===== config.mk =====
export PLATFORM = sky130hd
export DESIGN_NAME = packet_scheduler_flat
export DESIGN_NICKNAME = d
export VERILOG_FILES = /design/src/rtl/hdmi_packet_pkg.sv /design/src/rtl/packet_scheduler_if.sv /design/src/rtl/packet_scheduler.sv /design/src/flat_wrapper.sv
export SDC_FILE = /design/constraint.sdc
export NUM_CORES = 1
export LEC_CHECK = 0
export CORE_UTILIZATION = 35
export CTS_BUF_LIST = sky130_fd_sc_hd__clkbuf_4
export DETAILED_ROUTE_END_ITERATION = 8
export DONT_BUFFER_PORTS = 1
export SYNTH_ARGS = -nofsm -noshare
export SYNTH_HDL_FRONTEND = slang
export SYNTH_SLANG_ARGS = --single-unit

===== constraint.sdc =====
create_clock -name clk_pixel -period 5.44 [get_ports clk_pixel]
set_clock_uncertainty 0.15 [all_clocks]
set_input_delay 1.088 -clock clk_pixel [delete_from_list [all_inputs] [get_ports clk_pixel]]
set_output_delay 1.088 -clock clk_pixel [all_outputs]
set_load 0.01 [all_outputs]

===== src/rtl/hdmi_packet_pkg.sv =====
// hdmi_packet_pkg: HDMI data-island packet codes and the per-slot priority decode shared by the scheduler.
package hdmi_packet_pkg;
  localparam logic [7:0] PKT_NULL  = 8'h00;
  localparam logic [7:0] PKT_ACR   = 8'h01;
  localparam logic [7:0] PKT_AUDIO = 8'h02;
  localparam logic [7:0] PKT_AVI   = 8'h82;
  localparam logic [7:0] PKT_SPD   = 8'h83;
  localparam logic [7:0] PKT_AIF   = 8'h84;
  typedef enum logic [2:0] {
    KIND_NULL,
    KIND_ACR,
    KIND_AVI,
    KIND_AIF,
    KIND_SPD,
    KIND_AUDIO
  } packet_kind_t;
  typedef struct packed {
    logic acr;
    logic avi;
    logic aif;
    logic spd;
  } due_flags_t;
  // spd in flags must already be qualified by spd_enable
  function automatic packet_kind_t next_packet(input due_flags_t flags, input logic remaining_nonzero);
    return flags.acr ? KIND_ACR :
           flags.avi ? KIND_AVI :
           flags.aif ? KIND_AIF :
           flags.spd ? KIND_SPD :
           remaining_nonzero ? KIND_AUDIO : KIND_NULL;
  endfunction
  function automatic logic [7:0] kind_code(input packet_kind_t kind);
    return kind == KIND_ACR   ? PKT_ACR :
           kind == KIND_AVI   ? PKT_AVI :
           kind == KIND_AIF   ? PKT_AIF :
           kind == KIND_SPD   ? PKT_SPD :
           kind == KIND_AUDIO ? PKT_AUDIO : PKT_NULL;
  endfunction
endpackage


===== src/rtl/packet_scheduler_if.sv =====
// packet_scheduler_if: packet slot handshake (hdmi side) and audio buffer handshake.
//   packet_enable : slot offered by hdmi       packet_type : chosen packet type
//   remaining     : audio buffer occupancy     audio_pop   : buffer advance strobe
//   master = hdmi core / audio buffer side, slave = scheduler
interface packet_scheduler_if #(parameter int AUDIO_REMAINING_WIDTH = 7) ();
  logic packet_enable;
  logic [7:0] packet_type;
  logic [AUDIO_REMAINING_WIDTH-1:0] remaining;
  logic audio_pop;
  modport master (output packet_enable, remaining, input packet_type, audio_pop);
  modport slave (input packet_enable, remaining, output packet_type, audio_pop);
endinterface


===== src/rtl/packet_scheduler.sv =====
// packet_scheduler: picks the HDMI data-island packet type for each offered slot.
//   clk_pixel, reset (async, active-high) ; frame_start : start-of-frame pulse
//   spd_enable : permits SPD InfoFrames ; bus : slot/audio handshake (slave)
//   audio_packets_last_frame : audio packets issued in the previous frame
module packet_scheduler
  import hdmi_packet_pkg::*;
#(
  parameter int AUDIO_REMAINING_WIDTH = 7,
  parameter int SPD_PERIOD = 60
) (
  input  logic clk_pixel,
  input  logic reset,
  input  logic frame_start,
  input  logic spd_enable,
  packet_scheduler_if.slave bus,
  output logic [7:0] audio_packets_last_frame
);
  due_flags_t due, armed, due_d;
  packet_kind_t kind;
  logic [7:0] frame_count, frame_count_d, audio_count, count_base, audio_count_d;
  logic spd_wrap, take, audio_inc;
  // frame_start re-arms the flags before the same-cycle slot is arbitrated
  always_comb begin
    spd_wrap = frame_start && frame_count == 8'(SPD_PERIOD - 1);
    armed = '{acr: due.acr | frame_start, avi: due.avi | frame_start, aif: due.aif | frame_start,
              spd: due.spd | (spd_wrap & spd_enable)};
    kind = next_packet('{acr: armed.acr, avi: armed.avi, aif: armed.aif, spd: armed.spd & spd_enable},
                       bus.remaining != AUDIO_REMAINING_WIDTH'(0));
    take = bus.packet_enable;
    due_d = '{acr: armed.acr & ~(take && kind == KIND_ACR), avi: armed.avi & ~(take && kind == KIND_AVI),
              aif: armed.aif & ~(take && kind == KIND_AIF), spd: armed.spd & ~(take && kind == KIND_SPD)};
    audio_inc = take && kind == KIND_AUDIO;
    count_base = frame_start ? 8'd0 : audio_count;
    audio_count_d = count_base + {7'd0, audio_inc && count_base != 8'hff};
    frame_count_d = frame_start ? (spd_wrap ? 8'd0 : frame_count + 8'd1) : frame_count;
  end
  always_ff @(posedge clk_pixel or posedge reset) begin
    if (reset) begin
      due <= '0;
      frame_count <= '0;
      audio_count <= '0;
      audio_packets_last_frame <= '0;
      bus.packet_type <= PKT_NULL;
      bus.audio_pop <= 1'b0;
    end else begin
      due <= due_d;
      frame_count <= frame_count_d;
      audio_count <= audio_count_d;
      if (frame_start) audio_packets_last_frame <= audio_count;
      if (take) bus.packet_type <= kind_code(kind);
      bus.audio_pop <= audio_inc;
    end
  end
endmodule


===== src/flat_wrapper.sv =====
// flat-port wrapper written by rule: the top's interface ports become plain ports
module packet_scheduler_flat import hdmi_packet_pkg::*;
#(
  parameter int AUDIO_REMAINING_WIDTH = 7,
  parameter int SPD_PERIOD = 60
)
  (clk_pixel, reset, frame_start, spd_enable, audio_packets_last_frame, bus_packet_enable, bus_remaining, bus_packet_type, bus_audio_pop);
  packet_scheduler_if #(.AUDIO_REMAINING_WIDTH(AUDIO_REMAINING_WIDTH)) bus_i ();
  input  logic clk_pixel;
  input  logic reset;
  input  logic frame_start;
  input  logic spd_enable;
  output logic [7:0] audio_packets_last_frame;
  input wire logic [$bits(bus_i.packet_enable)-1:0] bus_packet_enable;
  input wire logic [$bits(bus_i.remaining)-1:0] bus_remaining;
  output wire logic [$bits(bus_i.packet_type)-1:0] bus_packet_type;
  output wire logic [$bits(bus_i.audio_pop)-1:0] bus_audio_pop;
  assign bus_i.packet_enable = bus_packet_enable;
  assign bus_i.remaining = bus_remaining;
  assign bus_packet_type = bus_i.packet_type;
  assign bus_audio_pop = bus_i.audio_pop;
  packet_scheduler #(.AUDIO_REMAINING_WIDTH(AUDIO_REMAINING_WIDTH), .SPD_PERIOD(SPD_PERIOD)) u_core (.clk_pixel(clk_pixel), .reset(reset), .frame_start(frame_start), .spd_enable(spd_enable), .bus(bus_i), .audio_packets_last_frame(audio_packets_last_frame));
endmodule

==> run_results.csv <==
group,metric,value,unit
run_status,status,"finished clean",
layout,drive_above_1_share,0.189,
logic_synthesis,ys_types,45,
layout,final_cell_area,1710,µm²
route,drt-total-wl,2800,µm
timing,grt_setup_unrepaired,"no",
route,post-route-drc-count,0,
floorplanning,core_area,4380,µm²
clock_tree,cts_tree,"yes",
clock_tree,cts_resized,0,
place,gp_congestion,0.789,
global_route,antenna_found_initial,0,
global_route,grt-ovfl-total,0,
logic_synthesis,syn_area,1600,µm²
global_route,grt_pass1_vias,1063,
worst_setup_path,reg2reg_from,"u_core.frame_count[0]$_DFFE_PP0P_",
logic_synthesis,synth_edf_count,0,
place,dpl.hpwl,1960,µm
clock_tree,path_clk_slew,100,ps
global_route,grt-busiest-layer,"met2",
route,dr.pass1.iters,4,
worst_setup_path,ff2ff_path_depth,9,
global_route,grt_max_degree,34,
layout,mostFrequentLayoutCell,"dfrtp_1",
min_path,hold_class,"register to register",
logic_synthesis,yosysSeqAreaShare,0.515,
worst_setup_path,cp_data_required_time,5560,ps
clock_tree,clockBufferDepth,2,
clock_tree,hold_buffers,0,
floorplanning,start_util,0.366,
route,ant_nets,0,
floorplanning,die_height,69.7,µm
timing,fin_crit,2700,ps
logic_synthesis,synth_seq_cells,33,
worst_setup_path,r2r-end,"u_core.audio_count[6]$_DFF_PP0_",
min_path,hold_depth,1,
place,post-place-cells,187,
worst_setup_path,regToRegSetupSlack,2910,ps
layout,final_cell_mix,"dfrtp_1 (33), nor2_1 (10), mux2_2 (8), inv_1 (7), nand3_1 (7)",
timing,finalSetupViolCount,0,
global_route,grt.total_usage,0.133,
timing,maxClockFrequency,370,MHz
layout,diodes,0,
timing,finalHoldViolCount,0,
clock_tree,cts_root_buffer,"clkbuf_4",
worst_setup_path,arrival,2820,ps
logic_synthesis,async_flop_share,1.00,
route,via_count,1027,
worst_setup_path,worst_setup_path_end_kind,"register",
min_path,hp-start,"u_core.frame_count[7]$_DFFE_PP0P_",
route,drt_iter0_markers,42,
global_route,grtUsageMet2,0.201,
logic_synthesis,syn_inst,138,
route,viasPerCell,5.27,
floorplanning,die_area,4860,µm²
floorplanning,ios,29,
place,postPlaceCellArea,1630,µm²
layout,fin_nets,157,
clock_tree,clock_latency,340,ps
job,maxCapViolations,0,
logic_synthesis,synth.area.top_cells,"dfrtp_1 (51%), mux2_2 (5.6%), xnor2_1 (2.7%), buf_4 (2.3%), ha_1 (2.3%)",
global_route,use_met1,0.172,
clock_tree,clock_sinks,33,
floorplanning,die_w,69.7,µm
pwr,peakVddDrop,143,µV
logic_synthesis,synth_top_area_frac,0.515,
min_path,holdPathEnd,"u_core.frame_count[7]$_DFFE_PP0P_",
logic_synthesis,yosys.area.top_type,"dfrtp_1",
pwr,powerDensity,337,nW/µm²
worst_setup_path,start_kind,"input pin",
place,io_buffers,0,
worst_setup_path,worst-path-max-fanout,31,
global_route,grt_pass1_wl,5000,µm
timing,finalSetupTns,0,ps
route,wl_per_cell,14.4,µm
clock_tree,cts_setup_buffers,0,
pwr,p_leak,0.000764,µW
timing,period_share,0.497,
layout,stdcell_count,195,
global_route,use_met3,0.0422,
logic_synthesis,synth-warning-count,0,
clock_tree,cts_buffers,5,
floorplanning,row_count,24,
logic_synthesis,synth_ff_type,"dfrtp_1",
worst_setup_path,crit_type,"input pin to register",
timing,slew_violations,0,
logic_synthesis,syn_area_per_cell,11.6,µm²
clock_tree,htree_levels,2,
layout,layout-area-overhead-vs-synth,6.79,%
## cell usage after synthesis (all sizes together), types with 2 or more instances
cell,number
a21oi,4
dfrtp,33
nand3b,2
buf,7
nand2,7
xor2,3
nand4,3
nand3,7
and3,2
xnor2,6
nor2,10
inv,7
or3,4
ha,3
o22ai,2
nand2b,2
o211ai,3
nor2b,4
o21ai,4
mux2,8
## sequential cells by signal, summed over array words and instances (netlist names)
signal / count
u_core.audio_count: 8
u_core.audio_packets_last_frame: 8
u_core.frame_count: 8
u_core.bus.packet_type: 4
u_core.due: 4
u_core.bus.audio_pop: 1
## power by group
part | leakage (µW) | total, µW | internal [µW] | switching (µW)
combinational | 0.000295 | 88.3 | 40.5 | 47.7
clock | 0.0000433 | 181 | 101 | 80.7
sequential | 0.000425 | 307 | 272 | 35.5
total | 0.000764 | 577 | 413 | 164
## worst max-delay path, cell delays in order
cell and delay [ps]:
nor3b_4 330, o211ai_4 140, a211oi_2 230, ha_1 220, ha_1 190, nand3_1 120, or3_1 370, a21oi_1 140
## metal layers
layer | wire length, µm | vias to the layer above | share of wire
li1 | - | 495 | -
met5 | 0 | - | 0
met1 | 1320 | 490 | 0.47
met3 | 171 | 7 | 0.061
met2 | 1250 | 35 | 0.45
met4 | 57 | 0 | 0.020
## worst max-delay path by stage
stage                     cells past startpoint         from                               to  slack (ps)
after global placement                        8  frame_start  u_core.audio_count[6]$_DFF_PP0_        2440
after CTS                                     8  frame_start  u_core.audio_count[6]$_DFF_PP0_        2760
after floorplan                               8  frame_start  u_core.audio_count[6]$_DFF_PP0_        2540
after detailed placement                      8  frame_start  u_core.audio_count[6]$_DFF_PP0_        2400
after global routing                          8  frame_start  u_core.audio_count[6]$_DFF_PP0_        2600
final                                         8  frame_start  u_core.audio_count[6]$_DFF_PP0_        2740
## layout make-up
type                       count  area [µm²]
clock buffer                   6        45.0
clock inverter                 2        33.8
fill                         418        2670
inverter                       7        26.3
multi-input combinational     94         709
sequential                    33         826
tap                           52        65.1
timing repair buffer           1        7.51
## through the flow
| step | hold slack [ps] | util | power [µW] | setup WS (ps) |
|---|---|---|---|---|
| finish | 357 | 0.391 | 577 | 2740 |
| global route | 379 | 0.391 | 615 | 2600 |
| CTS | 351 | 0.391 | 585 | 2760 |
| detailed placement | 335 | 0.373 | 400 | 2400 |
| global placement | 330 | 0.373 | 396 | 2440 |
| floorplan | 302 | - | 385 | 2540 |
## kinds of logic after synthesis
logic type | count (synthesis) | synth area share
AOI/OAI and AO/OA | 20 | 0.105
xor gates and xnor gates | 9 | 0.0538
adders and majority gates | 3 | 0.0234
buffers and inverters | 14 | 0.0499
DFF | 33 | 0.515
muxes | 9 | 0.0624
other | 1 | 0.00234
and+or+nand+nor | 49 | 0.188
No activity file was read; power rests on OpenSTA's default activity.
